<file path="config.mk">
export PLATFORM = sky130hd
export DESIGN_NAME = touch_scan_ctrl
export DESIGN_NICKNAME = d
export VERILOG_FILES = /design/src/rtl/touch_scan_ctrl.sv
export SDC_FILE = /design/constraint.sdc
export NUM_CORES = 1
export LEC_CHECK = 0
export CORE_MARGIN = 1.5
export CORE_UTILIZATION = 49
export CTS_BUF_LIST = sky130_fd_sc_hd__clkbuf_16
export DETAILED_ROUTE_END_ITERATION = 10
export GPL_ROUTABILITY_DRIVEN = 0
export PLACE_DENSITY = 0.7
export SLEW_MARGIN = 20
export SYNTH_ARGS = -nofsm -noshare
export SYNTH_HDL_FRONTEND = slang
export SYNTH_SLANG_ARGS = --single-unit
</file>
<file path="constraint.sdc">
create_clock -name clk -period 4.2 [get_ports clk]
set_input_delay 0.84 -clock clk [delete_from_list [all_inputs] [get_ports clk]]
set_output_delay 0.84 -clock clk [all_outputs]
set_load 0.05 [all_outputs]
</file>
<file path="src/rtl/touch_scan_ctrl.sv">
// -----------------------------------------------------------------------------
// touch_scan_ctrl
//
// Autonomous scan controller for an ADS7843-type resistive touch ADC.
// It waits for pen-down, lets the panel settle, then runs batches of paired
// X/Y SPI conversions. It averages 2^AVG_LOG2 samples per axis and presents
// one coordinate pair with a single-clock valid pulse. While the pen stays
// down it repeats the batch every REPEAT_CYC clocks.
//
// Ports:
//   clk        in   system clock
//   reset      in   asynchronous, active-high reset
//   enable     in   scan enable; a low level lets the current frame finish,
//                   then the controller returns to idle
//   pen_irq_n  in   panel pen interrupt (async, low = touched)
//   busy       in   ADC busy (async); only consulted before a frame starts
//   miso       in   SPI data from the ADC
//   mosi       out  SPI data to the ADC
//   sclk       out  SPI clock, idle low
//   ss_n       out  SPI chip select, active low
//   x_pos      out  averaged X result (held until the next report)
//   y_pos      out  averaged Y result (held until the next report)
//   pos_valid  out  one-clock pulse when x_pos/y_pos update
//   pen_down   out  high while a touch session is active
// -----------------------------------------------------------------------------
module touch_scan_ctrl #(
    parameter int CLK_DIV    = 25,
    parameter int AVG_LOG2   = 2,
    parameter int SETTLE_CYC = 50000,
    parameter int REPEAT_CYC = 500000
) (
    input  logic        clk,
    input  logic        reset,
    input  logic        enable,
    input  logic        pen_irq_n,
    input  logic        busy,
    input  logic        miso,
    output logic        mosi,
    output logic        sclk,
    output logic        ss_n,
    output logic [11:0] x_pos,
    output logic [11:0] y_pos,
    output logic        pos_valid,
    output logic        pen_down
);

    localparam logic [7:0] CMD_X = 8'hD0;
    localparam logic [7:0] CMD_Y = 8'h90;

    localparam int WAIT_MAX = (SETTLE_CYC > REPEAT_CYC) ? SETTLE_CYC : REPEAT_CYC;
    localparam int WAIT_W   = $clog2(WAIT_MAX + 1);

    localparam logic [WAIT_W-1:0] SETTLE_LAST = WAIT_W'(SETTLE_CYC - 1);
    localparam logic [WAIT_W-1:0] REPEAT_LAST = WAIT_W'(REPEAT_CYC - 1);
    localparam logic [WAIT_W-1:0] WAIT_ONE    = WAIT_W'(1);
    localparam logic [7:0]        DIV_LAST    = 8'(CLK_DIV - 1);
    localparam logic [7:0]        DIV_SAMPLE  = 8'(CLK_DIV - 2);
    localparam logic [2:0]        PAIR_LAST   = 3'((1 << AVG_LOG2) - 1);

    // A frame is 50 half-phases of CLK_DIV clocks: phase 0 is the lead-in
    // with ss_n low, phases 1..48 are the 24 SCLK periods (odd = high),
    // phase 49 is the ss_n-high guard before anything else may start.
    localparam logic [5:0] PH_SS_RISE  = 6'd49;
    localparam logic [5:0] PH_CAP_LO   = 6'd18;
    localparam logic [5:0] PH_CAP_HI   = 6'd40;

    typedef enum logic [2:0] {
        ST_IDLE     = 3'd0,
        ST_SETTLE   = 3'd1,
        ST_WAITBUSY = 3'd2,
        ST_FRAME    = 3'd3,
        ST_REPORT   = 3'd4,
        ST_HOLD     = 3'd5
    } state_t;

    // Command byte for the axis about to be converted.
    function automatic logic [7:0] axis_cmd(input logic is_y);
        logic [7:0] cmd;
        if (is_y) begin
            cmd = CMD_Y;
        end else begin
            cmd = CMD_X;
        end
        return cmd;
    endfunction

    logic              pen_meta_r;
    logic              pen_sync_r;
    logic              busy_meta_r;
    logic              busy_sync_r;
    state_t            state_r;
    logic [WAIT_W-1:0] wait_cnt_r;
    logic [7:0]        div_cnt_r;
    logic [5:0]        phase_r;
    logic [22:0]       cmd_sr_r;
    logic [11:0]       data_r;
    logic              axis_y_r;
    logic [2:0]        pair_cnt_r;
    logic [14:0]       acc_x_r;
    logic [14:0]       acc_y_r;
    logic              stop_r;

    logic [5:0]        phase_next_s;
    logic              div_wrap_s;
    logic              capture_s;
    logic [7:0]        frame_cmd_s;
    logic [11:0]       avg_x_s;
    logic [11:0]       avg_y_s;

    // Frame sequencing helpers and averaged results.
    always_comb begin
        phase_next_s = phase_r + 6'd1;
        div_wrap_s   = (div_cnt_r == DIV_LAST);
        frame_cmd_s  = axis_cmd(axis_y_r);
        avg_x_s      = 12'(acc_x_r >> AVG_LOG2);
        avg_y_s      = 12'(acc_y_r >> AVG_LOG2);
        // Sample one clock before the rising edges 10..21, which end the
        // even phases 18..40.
        if ((state_r == ST_FRAME) && (phase_r >= PH_CAP_LO) && (phase_r <= PH_CAP_HI) &&
            (phase_r[0] == 1'b0) && (div_cnt_r == DIV_SAMPLE)) begin
            capture_s = 1'b1;
        end else begin
            capture_s = 1'b0;
        end
    end

    // Two-flop synchronizers for the asynchronous panel and ADC status lines.
    always_ff @(posedge clk or posedge reset) begin
        if (reset) begin
            pen_meta_r  <= 1'b1;
            pen_sync_r  <= 1'b1;
            busy_meta_r <= 1'b1;
            busy_sync_r <= 1'b1;
        end else begin
            pen_meta_r  <= pen_irq_n;
            pen_sync_r  <= pen_meta_r;
            busy_meta_r <= busy;
            busy_sync_r <= busy_meta_r;
        end
    end

    // Scan FSM with registered SPI pins, accumulators and results.
    always_ff @(posedge clk or posedge reset) begin
        if (reset) begin
            state_r    <= ST_IDLE;
            wait_cnt_r <= '0;
            div_cnt_r  <= 8'd0;
            phase_r    <= 6'd0;
            cmd_sr_r   <= 23'd0;
            data_r     <= 12'd0;
            axis_y_r   <= 1'b0;
            pair_cnt_r <= 3'd0;
            acc_x_r    <= 15'd0;
            acc_y_r    <= 15'd0;
            stop_r     <= 1'b0;
            mosi       <= 1'b0;
            sclk       <= 1'b0;
            ss_n       <= 1'b1;
            x_pos      <= 12'd0;
            y_pos      <= 12'd0;
            pos_valid  <= 1'b0;
            pen_down   <= 1'b0;
        end else begin
            pos_valid <= 1'b0;
            case (state_r)
                ST_IDLE: begin
                    wait_cnt_r <= '0;
                    if (!pen_sync_r && enable) begin
                        pen_down <= 1'b1;
                        state_r  <= ST_SETTLE;
                    end
                end

                ST_SETTLE: begin
                    if (pen_sync_r || !enable) begin
                        pen_down   <= 1'b0;
                        wait_cnt_r <= '0;
                        state_r    <= ST_IDLE;
                    end else if (wait_cnt_r == SETTLE_LAST) begin
                        wait_cnt_r <= '0;
                        acc_x_r    <= 15'd0;
                        acc_y_r    <= 15'd0;
                        pair_cnt_r <= 3'd0;
                        axis_y_r   <= 1'b0;
                        state_r    <= ST_WAITBUSY;
                    end else begin
                        wait_cnt_r <= wait_cnt_r + WAIT_ONE;
                    end
                end

                ST_WAITBUSY: begin
                    if (!enable) begin
                        pen_down <= 1'b0;
                        state_r  <= ST_IDLE;
                    end else if (!busy_sync_r) begin
                        // Command bit 7 is on mosi as ss_n falls.
                        ss_n      <= 1'b0;
                        sclk      <= 1'b0;
                        mosi      <= frame_cmd_s[7];
                        cmd_sr_r  <= {frame_cmd_s[6:0], 16'd0};
                        div_cnt_r <= 8'd0;
                        phase_r   <= 6'd0;
                        data_r    <= 12'd0;
                        stop_r    <= 1'b0;
                        state_r   <= ST_FRAME;
                    end
                end

                ST_FRAME: begin
                    // Remember an enable drop so a short low pulse still ends the batch.
                    if (!enable) begin
                        stop_r <= 1'b1;
                    end
                    if (capture_s) begin
                        data_r <= {data_r[10:0], miso};
                    end
                    if (!div_wrap_s) begin
                        div_cnt_r <= div_cnt_r + 8'd1;
                    end else begin
                        div_cnt_r <= 8'd0;
                        if (phase_r == PH_SS_RISE) begin
                            // Guard time over: bank the sample and pick what comes next.
                            phase_r <= 6'd0;
                            if (axis_y_r) begin
                                acc_y_r <= acc_y_r + {3'd0, data_r};
                            end else begin
                                acc_x_r <= acc_x_r + {3'd0, data_r};
                            end
                            if (stop_r || !enable) begin
                                pen_down <= 1'b0;
                                state_r  <= ST_IDLE;
                            end else if (!axis_y_r) begin
                                axis_y_r <= 1'b1;
                                state_r  <= ST_WAITBUSY;
                            end else if (pair_cnt_r == PAIR_LAST) begin
                                state_r <= ST_REPORT;
                            end else begin
                                pair_cnt_r <= pair_cnt_r + 3'd1;
                                axis_y_r   <= 1'b0;
                                state_r    <= ST_WAITBUSY;
                            end
                        end else if (phase_next_s == PH_SS_RISE) begin
                            phase_r <= phase_next_s;
                            ss_n    <= 1'b1;
                            sclk    <= 1'b0;
                            mosi    <= 1'b0;
                        end else begin
                            phase_r <= phase_next_s;
                            sclk    <= phase_next_s[0];
                            // Falling edge: advance to the next command bit.
                            if (!phase_next_s[0]) begin
                                mosi     <= cmd_sr_r[22];
                                cmd_sr_r <= {cmd_sr_r[21:0], 1'b0};
                            end
                        end
                    end
                end

                ST_REPORT: begin
                    wait_cnt_r <= '0;
                    if (!pen_sync_r) begin
                        x_pos     <= avg_x_s;
                        y_pos     <= avg_y_s;
                        pos_valid <= 1'b1;
                        state_r   <= ST_HOLD;
                    end else begin
                        pen_down <= 1'b0;
                        state_r  <= ST_IDLE;
                    end
                end

                ST_HOLD: begin
                    if (wait_cnt_r == REPEAT_LAST) begin
                        wait_cnt_r <= '0;
                        if (!pen_sync_r && enable) begin
                            acc_x_r    <= 15'd0;
                            acc_y_r    <= 15'd0;
                            pair_cnt_r <= 3'd0;
                            axis_y_r   <= 1'b0;
                            state_r    <= ST_WAITBUSY;
                        end else begin
                            pen_down <= 1'b0;
                            state_r  <= ST_IDLE;
                        end
                    end else begin
                        wait_cnt_r <= wait_cnt_r + WAIT_ONE;
                    end
                end

                default: begin
                    ss_n     <= 1'b1;
                    sclk     <= 1'b0;
                    mosi     <= 1'b0;
                    pen_down <= 1'b0;
                    state_r  <= ST_IDLE;
                end
            endcase
        end
    end

endmodule

</file>
==> impl_results.md <==
- Final Non-Filler Cells: about 850
- FP Rows: 41
- Ratio of cells with drive above 1 in the final layout: a little under an eighth
- Synth Cell Area: 6424 um2
- P_leak: 3.399 nW
- NumNets Final: 706
- Core Area: 12720 um2
- Routed wire length: 14070 um
- Critical Path RT: 4560 ps
- Drt drc: 0
- CP arrival: 3260 ps
- TritonCTS buffer count: 17
- Total power: 3.206 mW
- Via/cell ratio: 6.020
- Status: finished, final reports clean
- Hold Crit Start: busy_meta_r
- Max FO, Critical Path: 12
- Final Setup Violations: 0
- Placed cells: 819
- First-pass GRT wire length: 24000 um
- Final worst-path cycle share: 69.20%
- First-pass DRT Iterations: 5
- Antenna diodes: 0
- Syn_area_per_cell: 10.21 um2
- CP endpoint kind: flop
- Post-cts sizing count: 0
- Vias in the first global route: roughly 5000
- Post-CTS Setup Inserts: 0
- Endpoint, Worst Hold: busy_sync_r
- Min-Delay Path Depth: 0
- RSZ-0062 raised after global routing: no
- Antenna violations before repair: 0
- R2R Path Start: phase_r[0]
- Ys flop type: dfrtp_1
- MaxCap Viol Count: 0
- Slew Limit Fails: 0
- Setup tns final: 0 ps
- Total number of vias: ~5100
- Seq/Total Area, Yosys: 45.68%
- Root Driver: clkbuf_16
- IO Count: 35
- Tmin final: 2907 ps
- ANT nets after route: 0
- Port Buffers: 34
- Post-synthesis register bit count: 117
- Reg2Reg Setup Slack: 1290 ps
- Max Clk Rate: about 340 MHz
- Clock latency on the worst-skew pair: about 420 ps
- Die area: ~14000 um2
- Syn-to-layout area delta: 16.71%
- Worst min-delay path class: flop to flop
- Relative slew slack: 35.37%
- Count of final hold-check violations: 0
- CTS tree: done
- Tot GR Track Use: 21.52%
- Share of async-settable or async-resettable flops after synthesis: 100.0%
- Sink Count: 117
- Syn Nets: 669
- R2R Path End: acc_x_r[0]
- Hold Buf Count CTS: 0
- Syn Inst Count: 629
- Starting density of the core: 50.49%
- YS warnings: 0
- Post-synth cell types: 66
- Peak VDD IR: 0.4321 mV
- Placed wire-length estimate: approximately 9600 um
- DR iter-0 viols: 387
- DR WL/cell: 16.54 um
- Die Wd: 117.5 um
- Pin count of the biggest net entering global routing: 64
- Worst-margin pin slew: just under 1000 ps
- Clock Skew: 7.452 ps
- EDFF count, synth: 0
- H-Tree Depth: 4
- Critical path launch point type: flop
- Worst r2r path cells: 7
- Die height: 117.5 um
- Worst-path clk slew: 50 ps
- CTS max path bufs: 2
- Power Density: 427.6 nW/um2
- Critical path class: flop to flop
- Total global routing overflow: 0
kinds of logic after synthesis:
family,after synthesis,share of synthesized area (%)
simple gates,202,16.23
compound gates,167,18.47
flops,117,45.68
buf+inv,44,2.883
xor+xnor,37,5.045
fa+ha+maj,34,6.856
mux,28,4.850
critical path: stages, from the launching register on:
cell     delay, ps
dfrtp_1        550
ha_1           220
nand2_1         50
or3_1          500
nor3_4         290
nand4_2        220
nor2_1         740
a22o_1         250
registers in the layout, indices dropped and copies added, names as in the netlist:
signal       count
pair_cnt_r       3
acc_y_r         14
sclk             1
ss_n             1
mosi             1
axis_y_r         1
busy_meta_r      1
acc_x_r         14
div_cnt_r        8
pen_sync_r       1
x_pos           12
pen_meta_r       1
pos_valid        1
cmd_sr_r         3
pen_down         1
busy_sync_r      1
phase_r          6
state_r          3
data_r          12
wait_cnt_r      19
y_pos           12
stop_r           1
synth_stat cells (all sizes together) (4+ instances only):
master	count	area (um2)
dfrtp	112	2803
nor2	51	191.4
nand2	43	161.4
a22o	37	324.1
ha	32	400.4
a21oi	31	155.2
o21ai	30	150.1
mux2	25	281.5
nor3	24	136.4
nand3	22	110.1
inv	21	78.83
xor2	19	166.4
xnor2	18	157.7
clkbuf	13	48.80
nand4	12	81.33
a21o	10	75.07
buf	10	57.55
nand2b	10	70.06
and3	7	43.79
o21a	7	52.55
a211oi	6	45.04
a31oi	6	37.54
o211ai	6	45.04
or3	6	37.54
dfstp	5	131.4
nor4	5	43.79
o21bai	5	37.54
nand4b	4	35.03
nor2b	4	25.02
o31ai	4	30.03
where the power goes:
| group | switching, mW | total [mW] | internal [mW] | leakage, nW |
|---|---|---|---|---|
| logic | 0.371 | 0.560 | 0.189 | 1.55 |
| clock network | 0.505 | 1.36 | 0.851 | 0.275 |
| registers | 0.0849 | 1.29 | 1.21 | 1.57 |
| total | 0.961 | 3.21 | 2.25 | 3.40 |
placed cells by master, fill, tap and decap left out, drive strengths merged, types with 9 or more instances in the layout:
cell type | netlist | final
inv | 21 | 23
a21oi | 31 | 31
xnor2 | 18 | 18
nand2b | 10 | 10
o21ai | 30 | 30
nand2 | 43 | 43
mux2 | 25 | 25
clkinv | 0 | 9
nor3 | 24 | 24
dfrtp | 112 | 112
a22o | 37 | 37
clkdlybuf4s50 | 0 | 34
nand4 | 12 | 12
nor2 | 51 | 51
xor2 | 19 | 19
clkbuf | 13 | 17
nand3 | 22 | 22
ha | 32 | 32
a21o | 10 | 10
through the flow:
| stage | hold WS [ps] | utilization, % | cell area (um2) | worst slack (ps) |
|---|---|---|---|---|
| final | 362.7 | 58.93 | 7497 | 1293 |
| after global routing | 368.3 | 58.93 | 7497 | 1041 |
| after CTS | 363.2 | 58.93 | 7497 | 1270 |
| after detailed placement | 355.6 | 54.62 | 6949 | 1033 |
| after global placement | 362.3 | 54.62 | 6949 | 1133 |
| after floorplan | 345.2 | - | 6424 | 267.5 |
final cells by class:
class / count / area, um2
clock buffer: 17 / 425.4
fill: 1125 / 5225
tap: 172 / 215.2
multi-input combinational: 468 / 3313
inverter: 21 / 81.33
timing repair buffer: 41 / 405.4
sequential: 117 / 2934
clock inverter: 15 / 122.6
worst max path at each step:
| stage | start | to | slack (ps) | cells past startpoint |
|---|---|---|---|---|
| after global routing | phase_r[0] | acc_x_r[1] | 1040 | 7 |
| after detailed placement | enable | acc_x_r[4] | 1030 | 7 |
| final | phase_r[0] | acc_x_r[0] | 1290 | 7 |
| after global placement | enable | acc_x_r[4] | 1130 | 7 |
| after floorplan | reset | acc_x_r[0] | 270 | 1 |
| after CTS | phase_r[0] | acc_x_r[0] | 1270 | 7 |
layer usage:
metal / share of wire, % / track usage [%] / vias to the layer above
met5: 0 / 0 / -
met4: 2.0 / 8.079 / 0
met3: 4.7 / 5.959 / 37
met2: 49 / 35.15 / 162
met1: 44 / 27.41 / 2530
li1: - / - / 2394
Note: power is estimated with default switching activity, not from simulation.
